--- config.mk ---
export PLATFORM = sky130hd
export DESIGN_NAME = cv32e40x_div_iter
export DESIGN_NICKNAME = d
export VERILOG_FILES = /design/src/rtl/cv32e40x_div_iter.sv
export SDC_FILE = /design/constraint.sdc
export NUM_CORES = 1
export LEC_CHECK = 0
export ABC_AREA = 0
export BUFFER_PORTS_ARGS = -buffer_cell sky130_fd_sc_hd__buf_2
export CAP_MARGIN = 0
export CORE_ASPECT_RATIO = 0.6
export CORE_MARGIN = 2
export CORE_UTILIZATION = 40
export DETAILED_ROUTE_END_ITERATION = 7
export PLACE_DENSITY = 0.67
export SLEW_MARGIN = 20
export SYNTH_ARGS = -nofsm -noshare
export SYNTH_HDL_FRONTEND = slang
export SYNTH_SLANG_ARGS = --single-unit
--- constraint.sdc ---
create_clock -name clk -period 16.4 [get_ports clk]
set_input_delay 4.92 -clock clk [delete_from_list [all_inputs] [get_ports clk]]
set_output_delay 4.92 -clock clk [all_outputs]
set_load 0.01 [all_outputs]
--- src/rtl/cv32e40x_div_iter.sv ---
// rtl/cv32e40x_div_iter.sv - iterative radix-2 restoring divider for RV32M DIV/DIVU/REM/REMU
module cv32e40x_div_iter (
  input  logic        clk,
  input  logic        rst,
  input  logic        valid_i,
  output logic        ready_o,
  input  logic [1:0]  operator_i,
  input  logic [31:0] op_a_i,
  input  logic [31:0] op_b_i,
  input  logic        kill_i,
  output logic        valid_o,
  input  logic        ready_i,
  output logic [31:0] result_o,
  output logic        div_clz_en_o,
  output logic [31:0] div_clz_data_o,
  input  logic [5:0]  div_clz_result_i,
  output logic        div_shift_en_o,
  output logic [5:0]  div_shift_amt_o,
  output logic [31:0] div_alu_op_a_o,
  input  logic [31:0] div_op_a_shifted_i
);

  typedef enum logic [2:0] {IDLE, CLZ, SHIFT, ITER, DONE} state_t;

  state_t      state, next_state;
  logic        is_rem;
  logic        sign_a, sign_b;
  logic [31:0] abs_a, abs_b;
  logic [4:0]  cnt;
  logic [31:0] d_q, r_q, q_q;
  logic [31:0] result_q;
  logic        valid_q;

  logic        in_sign_a, in_sign_b;
  logic [31:0] in_abs_a, in_abs_b;
  logic        b_zero;
  logic        ge;
  logic [31:0] r_step, q_step;
  logic [31:0] quo_res, rem_res, final_res;

  // Operand magnitudes; 0x80000000 negates to itself, which is the correct unsigned magnitude
  always_comb begin
    in_sign_a = ~operator_i[0] & op_a_i[31];
    in_sign_b = ~operator_i[0] & op_b_i[31];
    in_abs_a  = in_sign_a ? (~op_a_i + 32'd1) : op_a_i;
    in_abs_b  = in_sign_b ? (~op_b_i + 32'd1) : op_b_i;
    b_zero    = (op_b_i == 32'd0);
  end

  // One restoring step plus the sign-corrected result of that step
  always_comb begin
    ge        = (r_q >= d_q);
    r_step    = ge ? (r_q - d_q) : r_q;
    q_step    = {q_q[30:0], ge};
    quo_res   = (sign_a ^ sign_b) ? (~q_step + 32'd1) : q_step;
    rem_res   = sign_a ? (~r_step + 32'd1) : r_step;
    final_res = is_rem ? rem_res : quo_res;
  end

  // State register
  always_ff @(posedge clk or posedge rst) begin
    if (rst) state <= IDLE;
    else     state <= next_state;
  end

  // Next-state logic; kill overrides every other transition
  always_comb begin
    next_state = state;
    case (state)
      IDLE:    if (valid_i) next_state = b_zero ? DONE : CLZ;
      CLZ:     next_state = SHIFT;
      SHIFT:   next_state = ITER;
      ITER:    if (cnt == 5'd0) next_state = DONE;
      DONE:    if (ready_i) next_state = IDLE;
      default: next_state = IDLE;
    endcase
    if (kill_i) next_state = IDLE;
  end

  // Datapath registers; a kill only drops valid, stale data is harmless once back in IDLE
  always_ff @(posedge clk or posedge rst) begin
    if (rst) begin
      is_rem   <= 1'b0;
      sign_a   <= 1'b0;
      sign_b   <= 1'b0;
      abs_a    <= 32'd0;
      abs_b    <= 32'd0;
      cnt      <= 5'd0;
      d_q      <= 32'd0;
      r_q      <= 32'd0;
      q_q      <= 32'd0;
      result_q <= 32'd0;
      valid_q  <= 1'b0;
    end else if (kill_i) begin
      valid_q <= 1'b0;
    end else begin
      case (state)
        IDLE: begin
          if (valid_i) begin
            is_rem <= operator_i[1];
            sign_a <= in_sign_a;
            sign_b <= in_sign_b;
            abs_a  <= in_abs_a;
            abs_b  <= in_abs_b;
            if (b_zero) begin
              result_q <= operator_i[1] ? op_a_i : 32'hFFFF_FFFF;
              valid_q  <= 1'b1;
            end
          end
        end
        CLZ: begin
          // absB is nonzero here, so bit 5 is never set; clamp anyway
          cnt <= div_clz_result_i[5] ? 5'd31 : div_clz_result_i[4:0];
        end
        SHIFT: begin
          d_q <= div_op_a_shifted_i;
          r_q <= abs_a;
          q_q <= 32'd0;
        end
        ITER: begin
          r_q <= r_step;
          q_q <= q_step;
          d_q <= d_q >> 1;
          cnt <= cnt - 5'd1;
          if (cnt == 5'd0) begin
            result_q <= final_res;
            valid_q  <= 1'b1;
          end
        end
        DONE: begin
          if (ready_i) valid_q <= 1'b0;
        end
        default: valid_q <= 1'b0;
      endcase
    end
  end

  // Output drive; ALU side-band ports are held at zero outside their states
  always_comb begin
    ready_o         = (state == IDLE);
    valid_o         = valid_q;
    result_o        = result_q;
    div_clz_en_o    = (state == CLZ);
    div_clz_data_o  = (state == CLZ) ? abs_b : 32'd0;
    div_shift_en_o  = (state == SHIFT);
    div_shift_amt_o = (state == SHIFT) ? {1'b0, cnt} : 6'd0;
    div_alu_op_a_o  = (state == SHIFT) ? abs_b : 32'd0;
  end

endmodule

# --- Word-level counts from Yosys, hierarchy flattened ---
# Index checks and enable logic that the tools add are counted.
totals:
  reg_bits: 203
  latchBits: 0
  mem_bits_rw: 0
  romBits: 0
  input_bits: 109
  output_inout_bits: 106
  word_cells: 84
  memories: 0
op_classes:
  n_addsub: 6
  mul: 0
  div: 0
  n_lt_le_gt_ge: 1
  eq_ne: 12
  shift: 0
  n_mux: 31
  bitwise: 9
  n_reduce_logical: 13
op_table:
  columns: ["cell", "count"]
  rows:
  - ["32-bit 2-to-1 mux", 12]
  - ["32-bit case mux with 2 select lines", 3]
  - ["32-bit by 1-bit adder with 32-bit output (second input constant)", 4]
  - ["32-bit NOT", 4]
  - ["31-bit case mux with 2 select lines", 1]
  - ["32-bit >= comparator", 1]
  - ["32-bit zero test", 1]
  - ["32-bit subtractor", 1]
  - ["3-bit 2-to-1 mux", 5]
  - ["3-bit case mux with 5 select lines", 1]
  - ["5-bit 2-to-1 mux", 2]
  - ["5-bit case mux with 2 select lines", 1]
  - ["5-bit AND reduction", 2]
  - ["3-bit by 2-bit equality test with 1-bit output (second input constant)", 2]
  - ["3-bit != test (second input constant)", 2]
  - ["3-bit AND reduction", 2]
  - ["2-bit nonzero test", 3]
  - ["5-bit zero test", 1]
  - ["1-bit 2-to-1 mux", 5]
  - ["5-bit by 1-bit subtractor with 5-bit output (second input constant)", 1]
  - ["2-bit by 1-bit != test with 1-bit output (second input constant)", 2]
  - ["2-bit != test (second input constant)", 2]
  - ["1-bit case mux with 4 select lines", 1]
  - ["2-bit AND reduction", 2]
  - ["other kinds (9)", 11]

# --- Logic depth before layout (Yosys ltp) ---
depth:
  depth_word: 8
  depth_mapped: 24
  mapped_depth_nobuf: 21

# --- Least setup slack after synthesis ---
# OpenSTA, ideal clock, no wires.
synth_path:
  kind: "input port to flip-flop"
  from: "in op_b_i[3]"
  to: "reg result_q[26], in the netlist result_o[26]"
  setup_time_ps: 87
  arrival_ps: 7832
  required_ps: 16313
  path_slack_ps: 8481
  stages: 12
  n_path_buf: 1
  cell_sequence: "or3_1 > or3_1 > nand2b_1 > or4_1 > buf_2 > nor4_4 > nor4b_2 > and2_1 > o21a_1 > o211ai_1 > or4b_1 > o211ai_1"
synth_between:
  elab_chain_len: 3
synth_lines:
  columns: ["element", "line", "source"]
  rows:
  - ["start, declared", "9", "input logic [31:0] op_b_i,"]
  - ["32-bit zero test", "47", "b_zero = (op_b_i == 32'd0);"]
  - ["2-bit by 1-bit != test with 1-bit output (no line)", null, null]
  - ["5-bit AND reduction (no line)", null, null]
  - ["end signal, assigned", "106", "result_q <= operator_i[1] ? op_a_i : 32'hFFFF_FFFF;"]
  - ["end signal, assigned", "126", "result_q <= final_res;"]
  - ["end, declared", "31", "logic [31:0] result_q;"]
# Every way passes these cells.
# A chain may end at the register's enable or synchronous reset.

# --- Worst setup path in the final report ---
# Same ends and word-level chain as after synthesis.

==> reports/qor.yml <==
timing:
  slew_viol_final: 0
  finalCriticalPeriod_ns: 8.54
  fin_tns_setup_ns: 0
  finalHoldViolations: 0
  tightest_slew_ns: 1.05
  finalCritPeriodShare: 0.521
  fin_ws_ns: 7.86
  skew_ns: 0.0121
  fin_hold_ws_ns: 0.474
  grt_setup_unrepaired: "no"
  slew_headroom: 0.294
  setup_viol: 0
  timing.fmax_ghz: 0.117
logic_synthesis:
  synth_seq_cells: 203
  yosys_most_used_dff: "dfrtp_1"
  synth_nets: 1900
  yosysSeqAreaShare: 0.349
  async_flop_share: 1.00
  post-synth-top-area-cell: "dfrtp_1"
  synth_area_leaders: "dfrtp_1 35%, o21ai_0 6.8%, nand2_1 4.5%"
  synth_warnings: 0
  yosysTopAreaCellShare: 0.349
  syn_area_sq_um: 14500
  synth.distinct_cells: 89
  syn_avg_cell_area_sq_um: 8.30
  syn_inst: 1752
  synth_edf_count: 0
clock_tree:
  root_buffer: "clkbuf_16"
  cts_buffers: 22
  tritoncts: "done"
  cts_hold_buf: 0
  postCtsResizedCells: 0
  clk_pin_slew_ns: 0.06
  clockBufferDepth: 3
  htreeDepth: 1
  clkLatencyLatePin_ns: 0.53
  clkSinkCount: 203
  post_cts_buffers: 0
setup_path:
  critPathTopFamily: "simple AND/OR/NAND/NOR gates"
  path_cells: "buf_2 > or3_1 > or3_1 > nand2b_1 > or4_1 > nor4_4 > nor4b_2 > and2_1 > o21a_1 > o211ai_1 > or4b_1 > o211ai_1"
  worstSetupEndpointType: "flop"
  cp.depth: 12
  critPathLaunch: "op_b_i[3]"
  worst_path_max_delay_cell: "or4_1"
  cp.arrival_ns: 8.99
  r2r-start: "r_q[0]"
  criticalPathCategory: "primary input to flop"
  crit_path_start_kind: "primary input"
  max_stage_delay_ns: 0.61
  cp_num_buf_inv: 1
  reg2reg_to: "result_o[28]"
  reg2reg_depth: 21
  r2r_slack_ns: 9.94
  crit_end: "result_o[26]"
  required_ns: 16.85
  crit_fanout: 20
detailed_routing:
  num_vias: 14308
  drtIter0Drc: 1819
  totalWireLength_microns: 47800
  wl_per_cell_microns: 20.1
  dr.pass1.iters: 8
  drc: 10
  vias_per_cell: 6.01
  ant_nets: 0
global_routing:
  grt.total_usage: 0.246
  grt_pass1_wl_microns: 74300
  antenna_found_initial: 1
  grt_pass1_vias: 13114
  grt_overflow: 0
  grt_max_degree: 95
run_status:
  outcome: "complete, but fails checks"
  violations: "DRC"
floorplanning:
  initial_core_util: 0.403
  die_area_sq_um: 37900
  io_pins: 215
  die_h_microns: 152
  core_sq_um: 36100
  die_width_microns: 250
  num_rows: 54
flow_run:
  maxCapViolations: 0
pwr:
  p_per_area_nw_per_um2: 229
  p_leak_nw: 7.62
  power_switching_mw: 1.94
  ir_drop_mv: 0.121
  pwr-share-seq: 0.223
  switching_share: 0.511
  p_int_mw: 1.86
  clkPwrFrac: 0.141
  comb_power_share: 0.636
  finalPower_mw: 3.80
cells_and_area:
  syn2layout_area_growth_pct: 14.3
  design_area_sq_um: 16600
  drive_gt1_frac: 0.161
  finalNetCount: 2037
min_path:
  hold_class: "flop to flop"
placed_design:
  place_congestion: 0.947
  dp_hpwl_microns: 36000
  post-place-ws_ns: 7.34
  io_buffers: 213
  placed_cell_area_sq_um: 15800
[metal layers]
layer  routed length (microns)  GRT usage
met4                       918     0.0548
met1                     22700      0.381
met3                      4620     0.0512
met5                         0          0
met2                     19600      0.345
[power groups by stage]
| stage | clock network [mW] | registers, mW | logic (mW) |
|---|---|---|---|
| 2_1_floorplan | 0 | 0.805 | 1.76 |
| 3_3_place_gp | 0 | 0.846 | 2.30 |
| 3_5_place_dp | 0 | 0.852 | 2.35 |
| 4_1_cts | 0.546 | 0.846 | 2.37 |
| 5_1_grt | 0.568 | 0.872 | 2.66 |
| 6_report | 0.537 | 0.849 | 2.42 |
[worst reg2reg max path, stage by stage (launching register included)]
cell	delay [ns]
dfrtp_1	0.38
inv_1	0.07
ha_1	0.23
fa_1	0.41
nand2b_1	0.23
a211oi_1	0.46
o21ai_0	0.32
a31o_2	0.39
nand2_2	0.09
buf_4	0.52
nand2_1	0.12
o21ai_0	0.17
ha_1	0.24
inv_1	0.09
or3_1	0.36
or3_1	0.40
nor4_1	0.26
a41oi_1	0.18
nor4_1	0.74
nor2_1	0.23
and3_1	0.21
a211o_1	0.27
[logic make-up (layout without fill, tap and decap cells)]
family                   Yosys count  after routing  share of synthesized area
AO/OA/AOI/OAI                    566            566                      0.261
XOR/XNOR                         140            140                     0.0844
adder cells (fa/ha/maj)           39             39                     0.0341
buffers and inverters            215            368                     0.0613
flip-flops                       203            203                      0.349
multiplexers                      19             19                     0.0133
other                              1              2                   0.000258
AND/OR/NAND/NOR                  569            569                      0.197
[cells in the final DEF (no fill, tap or decap), types with 23 or more instances in the layout]
master	n
o21ai_0	198
ha_1	38
and2_1	75
buf_2	213
dfrtp_1	203
inv_1	95
nor2_1	119
a21oi_1	98
or3_1	25
a22oi_1	25
a22o_1	32
clkbuf_16	23
o31ai_1	25
nand2_1	174
xnor2_1	75
nor3_1	41
xor2_1	65
a222oi_1	38
[state kept, by name, summed over array words and instances, names as in the netlist, 3 cells and up]
signal and cells:
abs_a 32, state 3, d_q 32, r_q 32
cnt 5, abs_b 32, result_o 32, q_q 31
[synth_stat cells, drive strengths merged (4+ instances only)]
cell and n:
and3 8, clkbuf 90, nor2b 7, or3 26, a211o 4, a21o 17, o311ai 5, o221ai 12
xnor2 75, dfrtp 203, nand2 175, nand4 17, or4 12, a31o 4, a222oi 38, a22o 32
nor2 119, ha 38, a31oi 12, a22oi 25, o31ai 26, o22ai 7, o211a 6, nor3 44
buf 28, a2111oi 5, inv 97, o21a 5, nor4 21, and2 75, nand3 16, a211oi 8
xor2 65, o211ai 16, or2 6, mux2i 16, o41ai 12, a21oi 100, nand2b 14, o21ai 203
nor4b 5, nand3b 12
[how the worst min path moves through the flow]
| stage | startpoint | endpoint | slack (ns) | cells after the start |
|---|---|---|---|---|
| finish | result_o[11] | result_o[11] | 0.47 | 2 |
| global route | result_o[11] | result_o[11] | 0.49 | 2 |
| CTS | result_o[11] | result_o[11] | 0.48 | 2 |
| detailed placement | result_o[11] | result_o[11] | 0.46 | 2 |
| global placement | result_o[14] | result_o[14] | 0.46 | 2 |
| floorplan | abs_a[3] | abs_a[3] | 0.45 | 2 |
[stage by stage]
stage                util  cells
detailed placement  0.439   2341
finish              0.461   2382
global route        0.461   2381
floorplan               -   1752
global placement    0.439   2341
CTS                 0.461   2381
[cell type report]
class / instances / area (sq um)
antenna: 1 / 2.50
clock buffer: 34 / 687
clock inverter: 6 / 87.6
fill: 3546 / 19500
inverter: 97 / 372
multi-input combinational: 1334 / 8600
sequential: 203 / 5080
tap: 476 / 596
timing repair buffer: 231 / 1200
No activity file was read; power rests on OpenSTA's default activity.
